[config.mk]
export PLATFORM = sky130hd
export DESIGN_NAME = inv_decoder_scan_flat
export DESIGN_NICKNAME = d
export VERILOG_FILES = /design/src/rtl/inv_decoder_scan_if.sv /design/src/rtl/inv_decoder_scan.sv /design/src/flat_wrapper.sv
export SDC_FILE = /design/constraint.sdc
export NUM_CORES = 1
export LEC_CHECK = 0
export CAP_MARGIN = 20
export CORE_UTILIZATION = 53
export DETAILED_ROUTE_END_ITERATION = 16
export PLACE_DENSITY = 0.83
export SLEW_MARGIN = 0
export SYNTH_ARGS = -nofsm -noshare
export SYNTH_HDL_FRONTEND = slang
export SYNTH_SLANG_ARGS = --single-unit
[constraint.sdc]
create_clock -name clk -period 2.9 [get_ports clk]
set_input_delay 0.58 -clock clk [delete_from_list [all_inputs] [get_ports clk]]
set_output_delay 0.58 -clock clk [all_outputs]
set_load 0.005 [all_outputs]
[src/rtl/inv_decoder_scan_if.sv]
// inv_decoder_scan_if
// Bundles the controller-side signals of the inverse decoder into one port.
//   en         : block enable (0 forces every select inactive)
//   mode       : 0 = direct decode, 1 = autonomous scan
//   addr_valid : direct-mode address strobe
//   addr       : direct-mode channel address
//   addr_ready : decoder can take addr this cycle
//   b_n        : one-hot-low channel selects
//   cur_addr   : index of the active channel
//   err        : last accepted direct address was out of range
//   wrap       : one-cycle pulse when scan returns to channel 0
// The master modport is the controller; the slave modport is the decoder.
interface inv_decoder_scan_if #(
   parameter int AW   = 3,
   parameter int NOUT = 6
) ();
   logic            en;
   logic            mode;
   logic            addr_valid;
   logic [AW-1:0]   addr;
   logic            addr_ready;
   logic [NOUT-1:0] b_n;
   logic [AW-1:0]   cur_addr;
   logic            err;
   logic            wrap;

   modport master (
      output en, mode, addr_valid, addr,
      input  addr_ready, b_n, cur_addr, err, wrap
   );

   modport slave (
      input  en, mode, addr_valid, addr,
      output addr_ready, b_n, cur_addr, err, wrap
   );
endinterface

[src/rtl/inv_decoder_scan.sv]
// inv_decoder_scan
// Registered active-low decoder with a direct mode (address taken through a
// valid/ready handshake, each selection held at least DWELL cycles) and a
// scan mode (a single low output rotates through all NOUT channels, DWELL
// cycles per channel, with a wrap pulse on return to channel 0).
// Ports:
//   clk : rising-edge clock
//   rst : synchronous active-high reset
//   bus : inv_decoder_scan_if slave modport (en, mode, addr_valid, addr in;
//         addr_ready, b_n, cur_addr, err, wrap out)
module inv_decoder_scan #(
   parameter int AW    = 3,
   parameter int NOUT  = 6,
   parameter int DWELL = 4
) (
   input logic              clk,
   input logic              rst,
   inv_decoder_scan_if.slave bus
);

   localparam int              CW      = $clog2(DWELL) + 1;
   localparam logic [AW:0]     NOUT_W  = (AW+1)'(NOUT);
   localparam logic [AW-1:0]   LAST    = AW'(NOUT - 1);
   localparam logic [CW-1:0]   DW_LAST = CW'(DWELL - 1);

   logic [NOUT-1:0] b_n;
   logic [AW-1:0]   cur_addr;
   logic            err;
   logic            wrap;
   logic [CW-1:0]   hold_cnt;
   logic [CW-1:0]   dwell_cnt;
   logic            mode_q;

   logic            addr_ready;
   logic            accept;
   logic            in_range;
   logic            dwell_end;
   logic [AW-1:0]   next_scan;

   // Active-low one-hot of a channel index; indices >= NOUT give all ones.
   function automatic logic [NOUT-1:0] decode_n(input logic [AW-1:0] a);
      logic [NOUT-1:0] v;
      v = '1;
      for (int i = 0; i < NOUT; i++) begin
         if (a == AW'(i)) v[i] = 1'b0;
      end
      return v;
   endfunction

   // The extra MSB lets NOUT = 2^AW compare correctly, so err never fires then.
   assign addr_ready = bus.en & ~bus.mode & (hold_cnt == '0);
   assign accept     = bus.addr_valid & addr_ready;
   assign in_range   = {1'b0, bus.addr} < NOUT_W;
   assign dwell_end  = (dwell_cnt == DW_LAST);
   assign next_scan  = (cur_addr == LAST) ? '0 : cur_addr + AW'(1);

   // mode_q is cleared while disabled, so a scan after en was low re-enters
   // from channel 0 through the same path as a fresh direct-to-scan switch.
   // Leaving scan with no accept blanks the outputs; an accept on that very
   // edge is honoured since addr_ready is already high.
   always_ff @(posedge clk) begin
      if (rst || !bus.en) begin
         b_n       <= '1;
         cur_addr  <= '0;
         err       <= 1'b0;
         wrap      <= 1'b0;
         hold_cnt  <= '0;
         dwell_cnt <= '0;
         mode_q    <= 1'b0;
      end else if (bus.mode) begin
         mode_q   <= 1'b1;
         hold_cnt <= '0;
         if (!mode_q) begin
            cur_addr  <= '0;
            b_n       <= decode_n('0);
            dwell_cnt <= '0;
            err       <= 1'b0;
            wrap      <= 1'b0;
         end else if (dwell_end) begin
            dwell_cnt <= '0;
            cur_addr  <= next_scan;
            b_n       <= decode_n(next_scan);
            wrap      <= (cur_addr == LAST);
         end else begin
            dwell_cnt <= dwell_cnt + CW'(1);
            wrap      <= 1'b0;
         end
      end else begin
         mode_q    <= 1'b0;
         wrap      <= 1'b0;
         dwell_cnt <= '0;
         if (accept) begin
            hold_cnt <= DW_LAST;
            if (in_range) begin
               b_n      <= decode_n(bus.addr);
               cur_addr <= bus.addr;
               err      <= 1'b0;
            end else begin
               b_n <= '1;
               err <= 1'b1;
            end
         end else begin
            if (hold_cnt != '0) hold_cnt <= hold_cnt - CW'(1);
            if (mode_q) b_n <= '1;
         end
      end
   end

   assign bus.addr_ready = addr_ready;
   assign bus.b_n        = b_n;
   assign bus.cur_addr   = cur_addr;
   assign bus.err        = err;
   assign bus.wrap       = wrap;

endmodule

[src/flat_wrapper.sv]
// flat-port wrapper written by rule: the top's interface ports become plain ports
module inv_decoder_scan_flat 
#(
   parameter int AW    = 3,
   parameter int NOUT  = 6,
   parameter int DWELL = 4
)
  (clk, rst, bus_en, bus_mode, bus_addr_valid, bus_addr, bus_addr_ready, bus_b_n, bus_cur_addr, bus_err, bus_wrap);
  inv_decoder_scan_if #(.AW(AW), .NOUT(NOUT)) bus_i ();
  input logic clk;
  input logic rst;
  input wire logic [$bits(bus_i.en)-1:0] bus_en;
  input wire logic [$bits(bus_i.mode)-1:0] bus_mode;
  input wire logic [$bits(bus_i.addr_valid)-1:0] bus_addr_valid;
  input wire logic [$bits(bus_i.addr)-1:0] bus_addr;
  output wire logic [$bits(bus_i.addr_ready)-1:0] bus_addr_ready;
  output wire logic [$bits(bus_i.b_n)-1:0] bus_b_n;
  output wire logic [$bits(bus_i.cur_addr)-1:0] bus_cur_addr;
  output wire logic [$bits(bus_i.err)-1:0] bus_err;
  output wire logic [$bits(bus_i.wrap)-1:0] bus_wrap;
  assign bus_i.en = bus_en;
  assign bus_i.mode = bus_mode;
  assign bus_i.addr_valid = bus_addr_valid;
  assign bus_i.addr = bus_addr;
  assign bus_addr_ready = bus_i.addr_ready;
  assign bus_b_n = bus_i.b_n;
  assign bus_cur_addr = bus_i.cur_addr;
  assign bus_err = bus_i.err;
  assign bus_wrap = bus_i.wrap;
  inv_decoder_scan #(.AW(AW), .NOUT(NOUT), .DWELL(DWELL)) u_core (.clk(clk), .rst(rst), .bus(bus_i));
endmodule
==> results.toml <==
[critical_path]
worstReg2RegEnd = "u_core.bus.b_n[4]"
crit_path_frequent_cell = "clkdlybuf4s50_1"
path_buf_inv = 2
startpoint = "bus_en"
reg2reg_slack_ns = 1.01
crit_chain = "clkdlybuf4s50_1, nor4b_1, clkdlybuf4s50_1"
critPathRequiredTime_ns = 2.32
path_delay_family = "buffers and inverters"
crit_path_end = "bus_addr_ready"
worstRegToRegCells = 6
critPathLaunchType = "primary input"
critPathMaxFanout = 5
crit_arrival_ns = 1.93
slowest_stage = "clkdlybuf4s50_1"
worst-path-stages = 3
rr_startpoint = "u_core.dwell_cnt[0]"
cp_slowest_stage_delay_ns = 0.56
critPathCaptureType = "primary output"
worstSetupPathType = "in -> out"

[hold_path]
hold_class = "reg -> reg"

[power]
p_leak_nw = 0.451
cellPowerDensity_nw_per_um2 = 427
power_uw = 495
ir_drop_uv = 465

[clocking]
cts_resized = 0
clock_path_buffers = 2
htreeDepth = 1
cts-root-buf = "clkbuf_4"
post-cts-setup-buffers = 0
cts_tree = "yes"
cts_hold_buffers = 0
insertion_delay_ns = 0.29
cts.sinks = 18
numCtsBuffers = 3
cts.clk_slew.worst_paths_ns = 0.10

[final_layout]
fin_nets = 133
n_antenna_cell = 0
syn_to_final_growth_pct = 22.8
drive_gt1_share_pct = 8.33
final_util_pct = 73.5
fillers = 130

[synth]
synthMostInstantiatedCell = "dfxtp_1"
syn_avg_cell_area_um2 = 9.25
postSynthCellCount = 102
synth_nets = 114
post_synth_instance_area_um2 = 943
synth_edf_count = 0
ys_warn_count = 0
seq_area_frac_synth_pct = 38.2
async_flop_share_pct = 0
synth_cell_types = 34
ys_top_cells_by_area = "dfxtp_1 38%, ha_1 5.3%, a211o_1 4.6%, a311oi_1 4.6%, nor4b_1 3.7%"
yosysTopAreaCellShare_pct = 38.2
synth_area_leader_cell = "dfxtp_1"
ys_ff_latch = 18
synth_commonest_cells = "18 x dfxtp_1, 9 x nor2_1, 6 x a21oi_1, 6 x inv_1, 6 x nor3_1"
synth_flop_cell = "dfxtp_1"

[drt]
drc = 1
wirelength_um = 1910
ant_nets = 0
wire_per_inst_um = 14.0
vias_per_cell = 6.18
first_pass_iters = 10
vias = 841
drtIter0Drc = 17

[floorplan]
die-area_um2 = 1950
dieHeight_um = 44.2
fp.dieW_um = 44.2
rows = 14
core-area_um2 = 1580
io_pins = 20
start_util_pct = 59.8

[sta]
rsz0062_at_grt = "false"
finalSetupTns_ns = 0
hold_ws_ns = 0.431
slew_violations = 0
final.period_utilization_pct = 86.6
slew_headroom_pct = 59.9
finClkSkew_ns = 0.00765
fmax_mhz = 398
hold_viol = 0
setup_viol = 0
post-route-min-period_ns = 2.51
finalWorstSetupSlack_ns = 0.388
tightest_slew_ns = 0.601

[grt]
grt_pass1_vias = 778
grt_first_pass_wirelength_um = 3480
gr-usage-all-layers_pct = 23.7
antenna_found_initial = 0
gr-total-overflow = 0
grt_start_max_net_pins = 17

[run_status]
failed_checks = "design-rule violations"
outcome = "finished, violations left"

[run]
maxCapViolCount = 0

[place]
dp_hpwl_um = 1470
gp_congestion = 0.752
dp_slack_ns = 0.374
io_buffers = 19
-- cell families (layout without fill, tap and decap cells) --
group | Yosys count | in the layout | share of synthesized area, %
multiplexers | 1 | 1 | 1.06
adder cells (fa/ha/maj) | 4 | 4 | 5.31
flip-flops | 18 | 18 | 38.2
AND/OR/NAND/NOR | 39 | 39 | 25.5
buffers and inverters | 12 | 30 | 6.50
AO/OA/AOI/OAI | 28 | 28 | 23.5
-- worst min-delay path by stage --
stage | depth (start not counted) | slack (ns) | end | start
6_report | 1 | 0.43 | u_core.dwell_cnt[0] | u_core.dwell_cnt[0]
5_1_grt | 1 | 0.46 | u_core.dwell_cnt[0] | u_core.dwell_cnt[0]
4_1_cts | 1 | 0.44 | u_core.dwell_cnt[0] | u_core.dwell_cnt[0]
3_5_place_dp | 1 | 0.42 | u_core.dwell_cnt[0] | u_core.dwell_cnt[0]
3_3_place_gp | 1 | 0.41 | u_core.dwell_cnt[0] | u_core.dwell_cnt[0]
2_1_floorplan | 1 | 0.40 | u_core.dwell_cnt[0] | u_core.dwell_cnt[0]
-- routing by layer --
metal  global-route usage [%]  vias up  wire length [um]  share of wire [%]
met1                     31.0      402               870                 46
li1                         -      419                 -                  -
met5                        0        -                 0                  0
met4                     5.45        0                13               0.68
met3                     6.12        2                83                4.4
met2                     39.4       18               939                 49
-- metrics by stage --
step / instance area [um2] / std cells
2_1_floorplan: 943 / 102
3_3_place_gp: 1120 / 132
3_5_place_dp: 1120 / 132
4_1_cts: 1160 / 136
5_1_grt: 1160 / 136
6_report: 1160 / 136
-- area by class of cell --
| class | count | area, um2 | share of cell area [%] |
|---|---|---|---|
| well taps | 16 | 20.0 | 1.73 |
| multi-input cells | 72 | 522 | 45.0 |
| repair buffers | 20 | 198 | 17.1 |
| clock buffers | 4 | 36.3 | 3.13 |
| inverters | 6 | 22.5 | 1.94 |
| flip-flops and latches | 18 | 360 | 31.1 |
-- cell usage in the layout, fill, tap and decap left out, types with 3 or more instances in the layout --
cell,n
nor2_1,9
a311oi_1,5
dfxtp_1,18
inv_1,6
clkdlybuf4s50_1,19
nor3_1,6
ha_1,4
o21ai_0,4
nor4_1,3
clkbuf_4,3
nor4b_1,4
a211o_1,5
nand2_1,5
a21oi_1,6
-- report_power, final --
| group | total, mW | switching, mW | internal, mW | leakage [nW] |
|---|---|---|---|---|
| clock network | 0.152 | 0.0755 | 0.0765 | 0.0210 |
| logic | 0.0821 | 0.0421 | 0.0400 | 0.283 |
| registers | 0.261 | 0.00657 | 0.254 | 0.146 |
-- registers in the layout, indices dropped and copies added (netlist names) --
register             cells
u_core.bus.b_n           6
u_core.mode_q            1
u_core.bus.wrap          1
u_core.hold_cnt          3
u_core.dwell_cnt         3
u_core.bus.cur_addr      3
u_core.bus.err           1
No activity file was read; power rests on OpenSTA's default activity.
